$ cat config.mk
export PLATFORM = sky130hd
export DESIGN_NAME = seq_shift_add_multiplier_flat
export DESIGN_NICKNAME = d
export VERILOG_FILES = /design/src/rtl/seq_shift_add_multiplier_if.sv /design/src/rtl/seq_shift_add_multiplier.sv /design/src/flat_wrapper.sv
export SDC_FILE = /design/constraint.sdc
export NUM_CORES = 1
export LEC_CHECK = 0
export CAP_MARGIN = 5
export CORE_MARGIN = 5
export CORE_UTILIZATION = 54
export CTS_CLUSTER_DIAMETER = 200
export CTS_CLUSTER_SIZE = 24
export DETAILED_ROUTE_END_ITERATION = 6
export GPL_ROUTABILITY_DRIVEN = 0
export PLACE_DENSITY = 0.8
export SLEW_MARGIN = 30
export SYNTH_ARGS = -nofsm -noshare
export SYNTH_HDL_FRONTEND = slang
export SYNTH_SLANG_ARGS = --single-unit
$ cat constraint.sdc
create_clock -name clk -period 2.8 [get_ports clk]
set_input_delay 0.56 -clock clk [delete_from_list [all_inputs] [get_ports clk]]
set_output_delay 0.56 -clock clk [all_outputs]
set_load 0.03 [all_outputs]
$ cat src/rtl/seq_shift_add_multiplier_if.sv
// Operand/result bundle for seq_shift_add_multiplier: start/busy/done handshake,
// operands, signed request and product.
interface seq_shift_add_multiplier_if #(
    parameter int WIDTH = 4
);
    logic                 start;
    logic [WIDTH-1:0]     A;
    logic [WIDTH-1:0]     B;
    logic                 signed_op;
    logic                 busy;
    logic                 done;
    logic [2*WIDTH-1:0]   Product;

    modport master (output start, A, B, signed_op, input busy, done, Product);
    modport slave  (input start, A, B, signed_op, output busy, done, Product);
endinterface

$ cat src/rtl/seq_shift_add_multiplier.sv
// Shift-add multiplier: one multiplier bit per clock through a single WIDTH+1-bit adder.
// Define MULT_SIGNED_EN to add two's-complement operation selected by signed_op.
module seq_shift_add_multiplier #(
    parameter int WIDTH = 4
) (
    input  logic                        clk,
    input  logic                        rst,
    seq_shift_add_multiplier_if.slave   bus
);
    localparam int CW = (WIDTH > 2) ? $clog2(WIDTH) : 1;
    localparam logic [CW-1:0] LAST = CW'(WIDTH - 1);

    typedef enum logic [1:0] {
        S_IDLE = 2'd0,
        S_RUN  = 2'd1,
        S_DONE = 2'd2
    } state_t;

    state_t               r_state;
    logic [2*WIDTH-1:0]   r_acc;
    logic [WIDTH-1:0]     r_mcand;
    logic [CW-1:0]        r_count;
    logic                 r_busy;
    logic                 r_done;
    logic [2*WIDTH-1:0]   r_product;

    logic [WIDTH:0]       w_sum;
    logic [2*WIDTH-1:0]   w_acc_next;

`ifdef MULT_SIGNED_EN
    logic                 r_signed;
    logic [WIDTH:0]       w_ext_hi;
    logic [WIDTH:0]       w_ext_m;

    // Sign-extending both adder inputs makes w_sum[WIDTH] the arithmetic-shift fill bit.
    always_comb begin
        w_ext_hi = {r_signed & r_acc[2*WIDTH-1], r_acc[2*WIDTH-1:WIDTH]};
        w_ext_m  = {r_signed & r_mcand[WIDTH-1], r_mcand};
        w_sum    = w_ext_hi;
        if (r_acc[0]) begin
            if (r_signed && (r_count == LAST))
                w_sum = w_ext_hi - w_ext_m;
            else
                w_sum = w_ext_hi + w_ext_m;
        end
    end
`else
    logic w_unused_signed_op;
    assign w_unused_signed_op = bus.signed_op;

    always_comb begin
        w_sum = {1'b0, r_acc[2*WIDTH-1:WIDTH]};
        if (r_acc[0])
            w_sum = {1'b0, r_acc[2*WIDTH-1:WIDTH]} + {1'b0, r_mcand};
    end
`endif

    assign w_acc_next = {w_sum, r_acc[WIDTH-1:1]};

    always_ff @(posedge clk or posedge rst) begin
        if (rst) begin
            r_state   <= S_IDLE;
            r_acc     <= '0;
            r_mcand   <= '0;
            r_count   <= '0;
            r_busy    <= 1'b0;
            r_done    <= 1'b0;
            r_product <= '0;
`ifdef MULT_SIGNED_EN
            r_signed  <= 1'b0;
`endif
        end else begin
            r_done <= 1'b0;
            case (r_state)
                S_IDLE, S_DONE: begin
                    if (bus.start) begin
                        r_mcand  <= bus.A;
                        r_acc    <= {{WIDTH{1'b0}}, bus.B};
                        r_count  <= '0;
                        r_busy   <= 1'b1;
                        r_state  <= S_RUN;
`ifdef MULT_SIGNED_EN
                        r_signed <= bus.signed_op;
`endif
                    end else begin
                        r_busy  <= 1'b0;
                        r_state <= S_IDLE;
                    end
                end
                S_RUN: begin
                    r_acc   <= w_acc_next;
                    r_count <= r_count + 1'b1;
                    if (r_count == LAST) begin
                        r_product <= w_acc_next;
                        r_busy    <= 1'b0;
                        r_done    <= 1'b1;
                        r_state   <= S_DONE;
                    end
                end
                default: begin
                    r_busy  <= 1'b0;
                    r_state <= S_IDLE;
                end
            endcase
        end
    end

    assign bus.busy    = r_busy;
    assign bus.done    = r_done;
    assign bus.Product = r_product;
endmodule

$ cat src/flat_wrapper.sv
// flat-port wrapper written by rule: the top's interface ports become plain ports
module seq_shift_add_multiplier_flat 
#(
    parameter int WIDTH = 4
)
  (clk, rst, bus_start, bus_A, bus_B, bus_signed_op, bus_busy, bus_done, bus_Product);
  seq_shift_add_multiplier_if #(.WIDTH(WIDTH)) bus_i ();
  input  logic clk;
  input  logic rst;
  input wire logic [$bits(bus_i.start)-1:0] bus_start;
  input wire logic [$bits(bus_i.A)-1:0] bus_A;
  input wire logic [$bits(bus_i.B)-1:0] bus_B;
  input wire logic [$bits(bus_i.signed_op)-1:0] bus_signed_op;
  output wire logic [$bits(bus_i.busy)-1:0] bus_busy;
  output wire logic [$bits(bus_i.done)-1:0] bus_done;
  output wire logic [$bits(bus_i.Product)-1:0] bus_Product;
  assign bus_i.start = bus_start;
  assign bus_i.A = bus_A;
  assign bus_i.B = bus_B;
  assign bus_i.signed_op = bus_signed_op;
  assign bus_busy = bus_i.busy;
  assign bus_done = bus_i.done;
  assign bus_Product = bus_i.Product;
  seq_shift_add_multiplier #(.WIDTH(WIDTH)) u_core (.clk(clk), .rst(rst), .bus(bus_i));
endmodule
==> results of run 1 <==
-- through the flow --
step | worst slack (ns) | util, % | instances
2_1_floorplan | 1.25 | - | 121
3_3_place_gp | 0.979 | 68.8 | 165
3_5_place_dp | 0.988 | 68.8 | 165
4_1_cts | 0.854 | 70.5 | 169
5_1_grt | 0.780 | 70.5 | 169
6_report | 0.860 | 70.5 | 169
-- cell families (layout without fill, tap and decap cells) --
family	Yosys count	after routing	share of synthesized area [%]
and+or+nand+nor	55	55	20.1
AOI/OAI and AO/OA	23	23	11.0
xor gates and xnor gates	1	1	0.750
DFF	26	26	55.7
adders and majority gates	6	6	7.07
muxes	3	3	2.68
buffers and inverters	7	28	2.68
-- power groups by stage --
stage          registers [mW]  logic, mW  clock network [mW]
2_1_floorplan           0.776      0.497                   0
3_3_place_gp            0.681      0.810                   0
3_5_place_dp            0.690      0.846                   0
4_1_cts                 0.682      0.850               0.193
5_1_grt                 0.712      0.946               0.209
6_report                0.681      0.839               0.189
-- layout make-up --
type                            instances  share of cell area (%)
Sequential cell                        26                    45.6
Multi-Input combinational cell         88                    34.1
Timing Repair Buffer                   21                    14.6
Clock buffer                            4                    2.54
Tap cell                               27                    2.37
Inverter                                3                   0.789
-- placed cells by master (no fill, tap or decap), drive strengths merged --
| cell type | instances |
|---|---|
| clkdlybuf4s50 | 20 |
| and3 | 1 |
| nand3 | 1 |
| a22o | 2 |
| mux2 | 1 |
| inv | 3 |
| nand2 | 37 |
| o21ai | 11 |
| dfrtp | 26 |
| xnor2 | 1 |
| a21oi | 5 |
| o22ai | 4 |
| a31oi | 1 |
| nand2b | 3 |
| clkbuf | 4 |
| ha | 5 |
| fa | 1 |
| mux2i | 2 |
| and2b | 2 |
| nor2 | 11 |
| buf | 1 |
-- routing by layer --
metal	GRT usage, %	wire [um]
met5	0	0
met4	4.07	24
met3	2.98	116
met2	26.2	1040
met1	22.3	1010
-- state kept, by name, summed over array words and instances, names as in the netlist --
register and cells:
u_core.bus.Product 8, u_core.bus.busy 1, u_core.bus.done 1, u_core.r_acc 8, u_core.r_count 2, u_core.r_mcand 4, u_core.r_state 2
-- worst paths after layout --
kind                                  startpoint                     to  slack, ns  cells after the start
max in group asynchronous                    rst      u_core.r_mcand[3]       1.97                      3
min                        u_core.bus.Product[7]  u_core.bus.Product[7]       0.49                      2
max                        u_core.bus.Product[1]         bus_Product[1]       0.86                      1
min in group asynchronous                    rst        u_core.bus.done       0.57                      3
max reg2reg                      u_core.r_acc[4]        u_core.r_acc[7]       1.06                      5
min reg2reg                u_core.bus.Product[7]  u_core.bus.Product[7]       0.49                      2
==> out/qor.yml, run 1 <==
ys.warnings.count: 0
ctsRootBufferMaster: "sky130_fd_sc_hd__clkbuf_4"
total_switching_power_uw: 716
synth.ff_latch_count: 26
grt_usage_pct: 16.2
wire_length_of_the_first_global_routing_pass_um: 4080
drt-vias-per-instance: 5.20
post_synth_inst_count: 121
startpoint_type: "register"
detailedRoute.firstPassIterationCount: 4
timing.hold.worst.class: "reg2reg"
die_x_um: 56.5
cp_data_required_time_ns: 2.24
worst-path-max-fanout: 2
asyncSetResetFlopFracSynth_pct: 100
status: "finished clean"
clockBufferDepth: 2
netlist_area_before_placement_sq_um: 1170
initial_antenna_violation_count: 0
post-route-period-util_pct: 69.3
area_growth_pct: 22.1
die-height_um: 56.5
core_region_area_sq_um: 2020
report.final.setup_viol: 0
postRouteWirelength_um: 2190
finalSetupTns_ns: 0
drtIter0Drc: 5
path_class: "reg2out"
postCtsSetupBuffers: 0
place.detailed.hpwl_um: 1660
synthDominantCellAreaShare_pct: 55.7
timing.critical_path.slowest_stage_cell: "sky130_fd_sc_hd__clkdlybuf4s50_1"
path_clk_slew_ns: 0.14
clock_insertion_delay_worst_skew_ns: 0.32
synth_top_cells_by_count: "sky130_fd_sc_hd__nand2_1 (36), sky130_fd_sc_hd__dfrtp_1 (26), sky130_fd_sc_hd__nor2_1 (10)"
globalRouteOverflowTotal: 0
vias: 878
power.share.sequential_pct: 39.9
wire_per_inst_um: 13.0
critical-path-max-stage-delay_ns: 0.68
dominantRegCellSynth: "sky130_fd_sc_hd__dfrtp_1"
cts_num_sinks: 26
nFillCells: 163
timing.fmax_mhz: 515
boundaryPins: 22
critical_path_cell_sequence: "clkdlybuf4s50_1"
sequential_share_of_the_synthesized_area_pct: 55.7
first_global_vias: 911
grt_setup_unrepaired: "false"
post_route_antenna_net_violation_count: 0
hold_buf_count_cts: 0
antenna_cells: 0
power_density_nw_per_um2: 1200
synth.top_cells.by_area: "sky130_fd_sc_hd__dfrtp_1 (56%), sky130_fd_sc_hd__nand2_1 (12%), sky130_fd_sc_hd__ha_1 (5.4%), sky130_fd_sc_hd__nor2_1 (3.2%), sky130_fd_sc_hd__o21ai_0 (3.0%)"
portBuffers: 20
synth.most_common_cell: "sky130_fd_sc_hd__nand2_1"
cellInternalPower_uw: 993
ir_drop_mv: 0.845
synth_cell_types: 23
p_sw_share_pct: 41.9
finClkSkew_ns: 0.00981
worstSetupEndpointType: "output pin"
critPathBufInv: 1
num_rows: 16
drc: 0
mappedNetlistNets: 139
static-leakage-power_nw: 0.691
finalCriticalPeriod_ns: 1.94
ctsHtreeMaxLevel: 1
detailed_place.area_sq_um: 1390
cap_violations: 0
pin_count_of_the_biggest_net_entering_global_routing: 27
slew_viol_final: 0
synth_edf_count: 0
seq_area_sq_um: 651
finalInstanceArea_sq_um: 1430
tritoncts: "built"
floorplan.die_area_sq_um: 3190
synth.largest_area_cell: "sky130_fd_sc_hd__dfrtp_1"
numCtsBuffers: 3
finish.net_count: 161
worst_hold_slack_ns: 0.488
synth.avg_cell_area_sq_um: 9.66
critical_path.top_delay_family: "buffers and inverters"
layout-drive-gt1-share_pct: 7.75
floorplan.initialDensity_pct: 57.8
crit_arrival_ns: 1.38
post_cts_resized: 0
hold_viol: 0
max_slew.worst_pin.slew_ns: 0.390
p_clk_share_pct: 11.1
fin_total_pwr_mw: 1.71
max-slew-margin-rel_pct: 74.0
footprint_of_the_multi_input_gates_sq_um: 487
share_of_power_burned_in_combinational_logic_pct: 49.1
Power figures use the tool's default switching activity.
==> inputs of run 2 (changes only) <==
--- a/config.mk
+++ b/config.mk
@@ -7,12 +7,12 @@
 export LEC_CHECK = 0
 export CAP_MARGIN = 5
 export CORE_MARGIN = 5
-export CORE_UTILIZATION = 54
+export CORE_UTILIZATION = 50
 export CTS_CLUSTER_DIAMETER = 200
 export CTS_CLUSTER_SIZE = 24
 export DETAILED_ROUTE_END_ITERATION = 6
 export GPL_ROUTABILITY_DRIVEN = 0
-export PLACE_DENSITY = 0.8
+export PLACE_DENSITY = 0.75
 export SLEW_MARGIN = 30
 export SYNTH_ARGS = -nofsm -noshare
 export SYNTH_HDL_FRONTEND = slang
==> constraint.sdc (replaced) <==
create_clock -name clk -period 1.91 [get_ports clk]
set_input_delay 0.382 -clock clk [delete_from_list [all_inputs] [get_ports clk]]
set_output_delay 0.382 -clock clk [all_outputs]
set_load 0.03 [all_outputs]
==> out/qor.yml, run 2 (synthesis results as in run 1) <==
status: "finished clean"
finClkSkew_ns: 0.00603
postRouteWirelength_um: 2360
critical_path_cell_sequence: "clkdlybuf4s50_1"
worstSetupEndpointType: "output pin"
clockBufferDepth: 2
commonest_non_fill_non_tap_cells_in_the_layout: "sky130_fd_sc_hd__nand2_1 (36), sky130_fd_sc_hd__dfrtp_1 (26), sky130_fd_sc_hd__clkdlybuf4s50_1 (20)"
cts_num_sinks: 26
static-leakage-power_nw: 0.695
instances_no_fill: 171
crit_arrival_ns: 1.37
layout-drive-gt1-share_pct: 8.39
layout.cells.most_common: "sky130_fd_sc_hd__nand2_1"
worst-path-max-fanout: 2
cp_data_required_time_ns: 1.53
numCtsBuffers: 3
drc: 0
finalInstanceArea_sq_um: 1440
detailed_place.area_sq_um: 1400
num_rows: 17
finish.net_count: 162
drt-vias-per-instance: 5.20
max-slew-margin-rel_pct: 72.7
hold_buf_count_cts: 0
grt_setup_unrepaired: "false"
drtIter0Drc: 13
timing.hold.worst.class: "in2async"
first_global_vias: 909
grt_usage_pct: 16.2
postCtsSetupBuffers: 0
clock_insertion_delay_worst_skew_ns: 0.31
wire_per_inst_um: 13.8
area_growth_pct: 22.8
path_clk_slew_ns: 0.14
post-place-cells: 167
max_slew.worst_pin.slew_ns: 0.409
critical_path.top_delay_family: "buffers and inverters"
floorplan.initialDensity_pct: 52.8
die-height_um: 58.3
tritoncts: "built"
detailedRoute.firstPassIterationCount: 4
report.final.setup_viol: 0
critical-path-max-stage-delay_ns: 0.68
crit_path_end: "bus_Product[6]"
startpoint_type: "register"
wire_length_of_the_first_global_routing_pass_um: 4280
critPathBufInv: 1
ctsHtreeMaxLevel: 1
timing.final.ws_setup_ns: 0.155
post_cts_resized: 0
boundaryPins: 22
detailedPlace.worstSlack_ns: 0.230
ctsRootBufferMaster: "sky130_fd_sc_hd__clkbuf_4"
finalCriticalPeriod_ns: 1.75
place.detailed.hpwl_um: 1800
die_x_um: 58.3
core_region_area_sq_um: 2210
nFillCells: 199
slew_viol_final: 0
vias: 890
pin_count_of_the_biggest_net_entering_global_routing: 27
power_density_nw_per_um2: 1770
globalRouteOverflowTotal: 0
post-route-period-util_pct: 91.9
critical_path.reg2reg.startpoint: "u_core.r_acc[4]"
rr_worst_depth: 5
post_route_antenna_net_violation_count: 0
hold_viol: 0
timing.reg2reg.setup_slack_ns: 0.20
cap_violations: 0
timing.critical_path.slowest_stage_cell: "sky130_fd_sc_hd__clkdlybuf4s50_1"
timing.critical_path.from: "u_core.bus.Product[6]"
path_depth: 1
portBuffers: 20
ir_drop_mv: 1.10
worst_r2r_endpoint: "u_core.r_acc[7]"
utilization_pct: 64.9
floorplan.die_area_sq_um: 3400
worst_hold_slack_ns: 0.405
timing.fmax_mhz: 570
path_class: "reg2out"
antenna_cells: 0
finalSetupTns_ns: 0
initial_antenna_violation_count: 0
fin_total_pwr_mw: 2.53
==> run 2: routing by layer <==
layer  track usage, %  up-vias  share of wire [%]
met5                0        -                  0
met2             25.8       19                 50
met3             2.85        2                5.1
li1                 -      450                  -
met1             22.1      419                 44
met4             5.96        0               0.93
==> run 2: power by group <==
group	internal, mW	leakage (nW)	switching, mW
Clock	0.116	0.0210	0.159
Combinational	0.548	0.351	0.707
Sequential	0.803	0.323	0.202
Total	1.47	0.695	1.07
==> run 2: worst min-delay path by stage <==
| stage | from | to | depth (start not counted) |
|---|---|---|---|
| after CTS | rst | u_core.bus.Product[7] | 3 |
| after global routing | rst | u_core.bus.Product[4] | 3 |
| after global placement | u_core.bus.Product[7] | u_core.bus.Product[7] | 2 |
| after floorplan | rst | u_core.bus.Product[0] | 1 |
| final | rst | u_core.r_count[1] | 3 |
| after detailed placement | u_core.bus.busy | u_core.bus.busy | 2 |
==> run 2: layout make-up <==
class | count | area [sq um] | area share (%)
multi-input cells | 88 | 487 | 33.9
flip-flops and latches | 26 | 651 | 45.3
well taps | 28 | 35.0 | 2.44
clock buffers | 4 | 36.3 | 2.53
repair buffers | 22 | 215 | 15.0
inverters | 3 | 11.3 | 0.785
==> inputs of run 3 (changes only) <==
--- a/config.mk
+++ b/config.mk
@@ -6,10 +6,10 @@
 export NUM_CORES = 1
 export LEC_CHECK = 0
 export CAP_MARGIN = 5
-export CORE_MARGIN = 5
+export CORE_MARGIN = 3
 export CORE_UTILIZATION = 50
 export CTS_CLUSTER_DIAMETER = 200
-export CTS_CLUSTER_SIZE = 24
+export CTS_CLUSTER_SIZE = 14
 export DETAILED_ROUTE_END_ITERATION = 6
 export GPL_ROUTABILITY_DRIVEN = 0
 export PLACE_DENSITY = 0.75
==> out/qor.yml, run 3 (synthesis results as in run 1) <==
critical-path-max-stage-delay_ns: 0.67
worst-path-max-fanout: 2
footprint_of_the_multi_input_gates_sq_um: 487
path_clk_slew_ns: 0.13
drt-vias-per-instance: 5.29
postRouteWirelength_um: 2240
critical_path.top_delay_family: "buffers and inverters"
finalInstanceArea_sq_um: 1420
initial_antenna_violation_count: 0
total_switching_power_mw: 1.06
share_of_power_burned_in_combinational_logic_pct: 50.3
post_cts_resized: 0
clock_insertion_delay_worst_skew_ns: 0.32
clockBufferDepth: 2
first_global_vias: 918
floorplan.initialDensity_pct: 56.1
nFillCells: 172
antenna_cells: 0
finalCriticalPeriod_ns: 1.75
num_rows: 16
portBuffers: 20
numCtsBuffers: 3
finClkSkew_ns: 0.00652
cellInternalPower_mw: 1.42
core_region_area_sq_um: 2080
power.share.sequential_pct: 40.5
floorplan.die_area_sq_um: 2950
wire_length_of_the_first_global_routing_pass_um: 3910
startpoint_type: "register"
utilization_pct: 68.2
worst_hold_slack_ns: 0.394
detailed_place.area_sq_um: 1400
hold_viol: 0
cap_violations: 0
pin_count_of_the_biggest_net_entering_global_routing: 27
die_x_um: 54.3
postCtsSetupBuffers: 0
p_sw_share_pct: 42.7
slew_viol_final: 0
power_density_nw_per_um2: 1750
report.final.setup_viol: 0
cp_data_required_time_ns: 1.53
status: "finished clean"
area_growth_pct: 21.5
wire_per_inst_um: 13.2
max_slew.worst_pin.slew_ns: 0.428
crit_arrival_ns: 1.37
layout-drive-gt1-share_pct: 7.75
die-height_um: 54.3
p_clk_share_pct: 9.2
detailedPlace.worstSlack_ns: 0.222
detailedRoute.firstPassIterationCount: 4
globalRouteOverflowTotal: 0
finalSetupTns_ns: 0
finish.net_count: 162
ctsHtreeMaxLevel: 1
timing.final.ws_setup_ns: 0.163
ctsRootBufferMaster: "sky130_fd_sc_hd__clkbuf_4"
seq_area_sq_um: 651
static-leakage-power_nw: 0.688
critical_path_cell_sequence: "clkdlybuf4s50_1"
critPathBufInv: 1
cts_num_sinks: 26
boundaryPins: 22
post-route-period-util_pct: 91.5
hold_buf_count_cts: 0
place.detailed.hpwl_um: 1700
worstSetupEndpointType: "output pin"
timing.hold.worst.class: "in2async"
grt_usage_pct: 18.8
layout.cells.most_common: "sky130_fd_sc_hd__nand2_1"
drc: 0
drtIter0Drc: 8
post_route_antenna_net_violation_count: 0
commonest_non_fill_non_tap_cells_in_the_layout: "sky130_fd_sc_hd__nand2_1 (36), sky130_fd_sc_hd__dfrtp_1 (26), sky130_fd_sc_hd__clkdlybuf4s50_1 (20)"
grt_setup_unrepaired: "false"
path_class: "reg2out"
tritoncts: "built"
max-slew-margin-rel_pct: 71.5
ir_drop_mv: 1.10
vias: 894
timing.critical_path.slowest_stage_cell: "sky130_fd_sc_hd__clkdlybuf4s50_1"
timing.fmax_mhz: 572
==> run 3: per-stage QoR <==
stage / total power, mW / std cells
3_3_place_gp: 2.21 / 166
4_1_cts: 2.49 / 169
3_5_place_dp: 2.27 / 166
2_1_floorplan: 1.87 / 121
5_1_grt: 2.70 / 169
6_report: 2.48 / 169
==> run 3: layout make-up <==
type                       count  area share (%)
sequential                    26            45.8
multi-input combinational     88            34.3
timing repair buffer          22            15.2
tap                           27            2.38
clock buffer                   3            1.59
inverter                       3           0.793
==> run 3: path summary, 6_finish.rpt <==
kind	slack [ns]	depth (start not counted)	end	startpoint
max reg2reg	0.17	5	u_core.r_acc[7]	u_core.r_mcand[0]
max in group asynchronous	1.28	3	u_core.r_acc[3]	rst
min	0.39	3	u_core.bus.Product[5]	rst
max	0.16	1	bus_Product[7]	u_core.bus.Product[7]
min in group clk	0.49	2	u_core.bus.busy	u_core.bus.busy
min reg2reg	0.49	2	u_core.bus.busy	u_core.bus.busy
==> run 3: per-layer routing <==
layer	track usage [%]	share of wire (%)	up-vias
met5	0	0	-
met4	12.0	2.6	0
met3	1.63	4.0	7
met2	31.9	49	23
met1	22.9	44	416
li1	-	-	448
==> run 3: power groups by stage <==
stage | combinational (mW) | sequential, mW | clock (mW)
global route | 1.41 | 1.04 | 0.256
CTS | 1.26 | 1.00 | 0.235
detailed placement | 1.25 | 1.01 | 0
floorplan | 0.729 | 1.14 | 0
finish | 1.25 | 1.00 | 0.229
global placement | 1.21 | 1.00 | 0
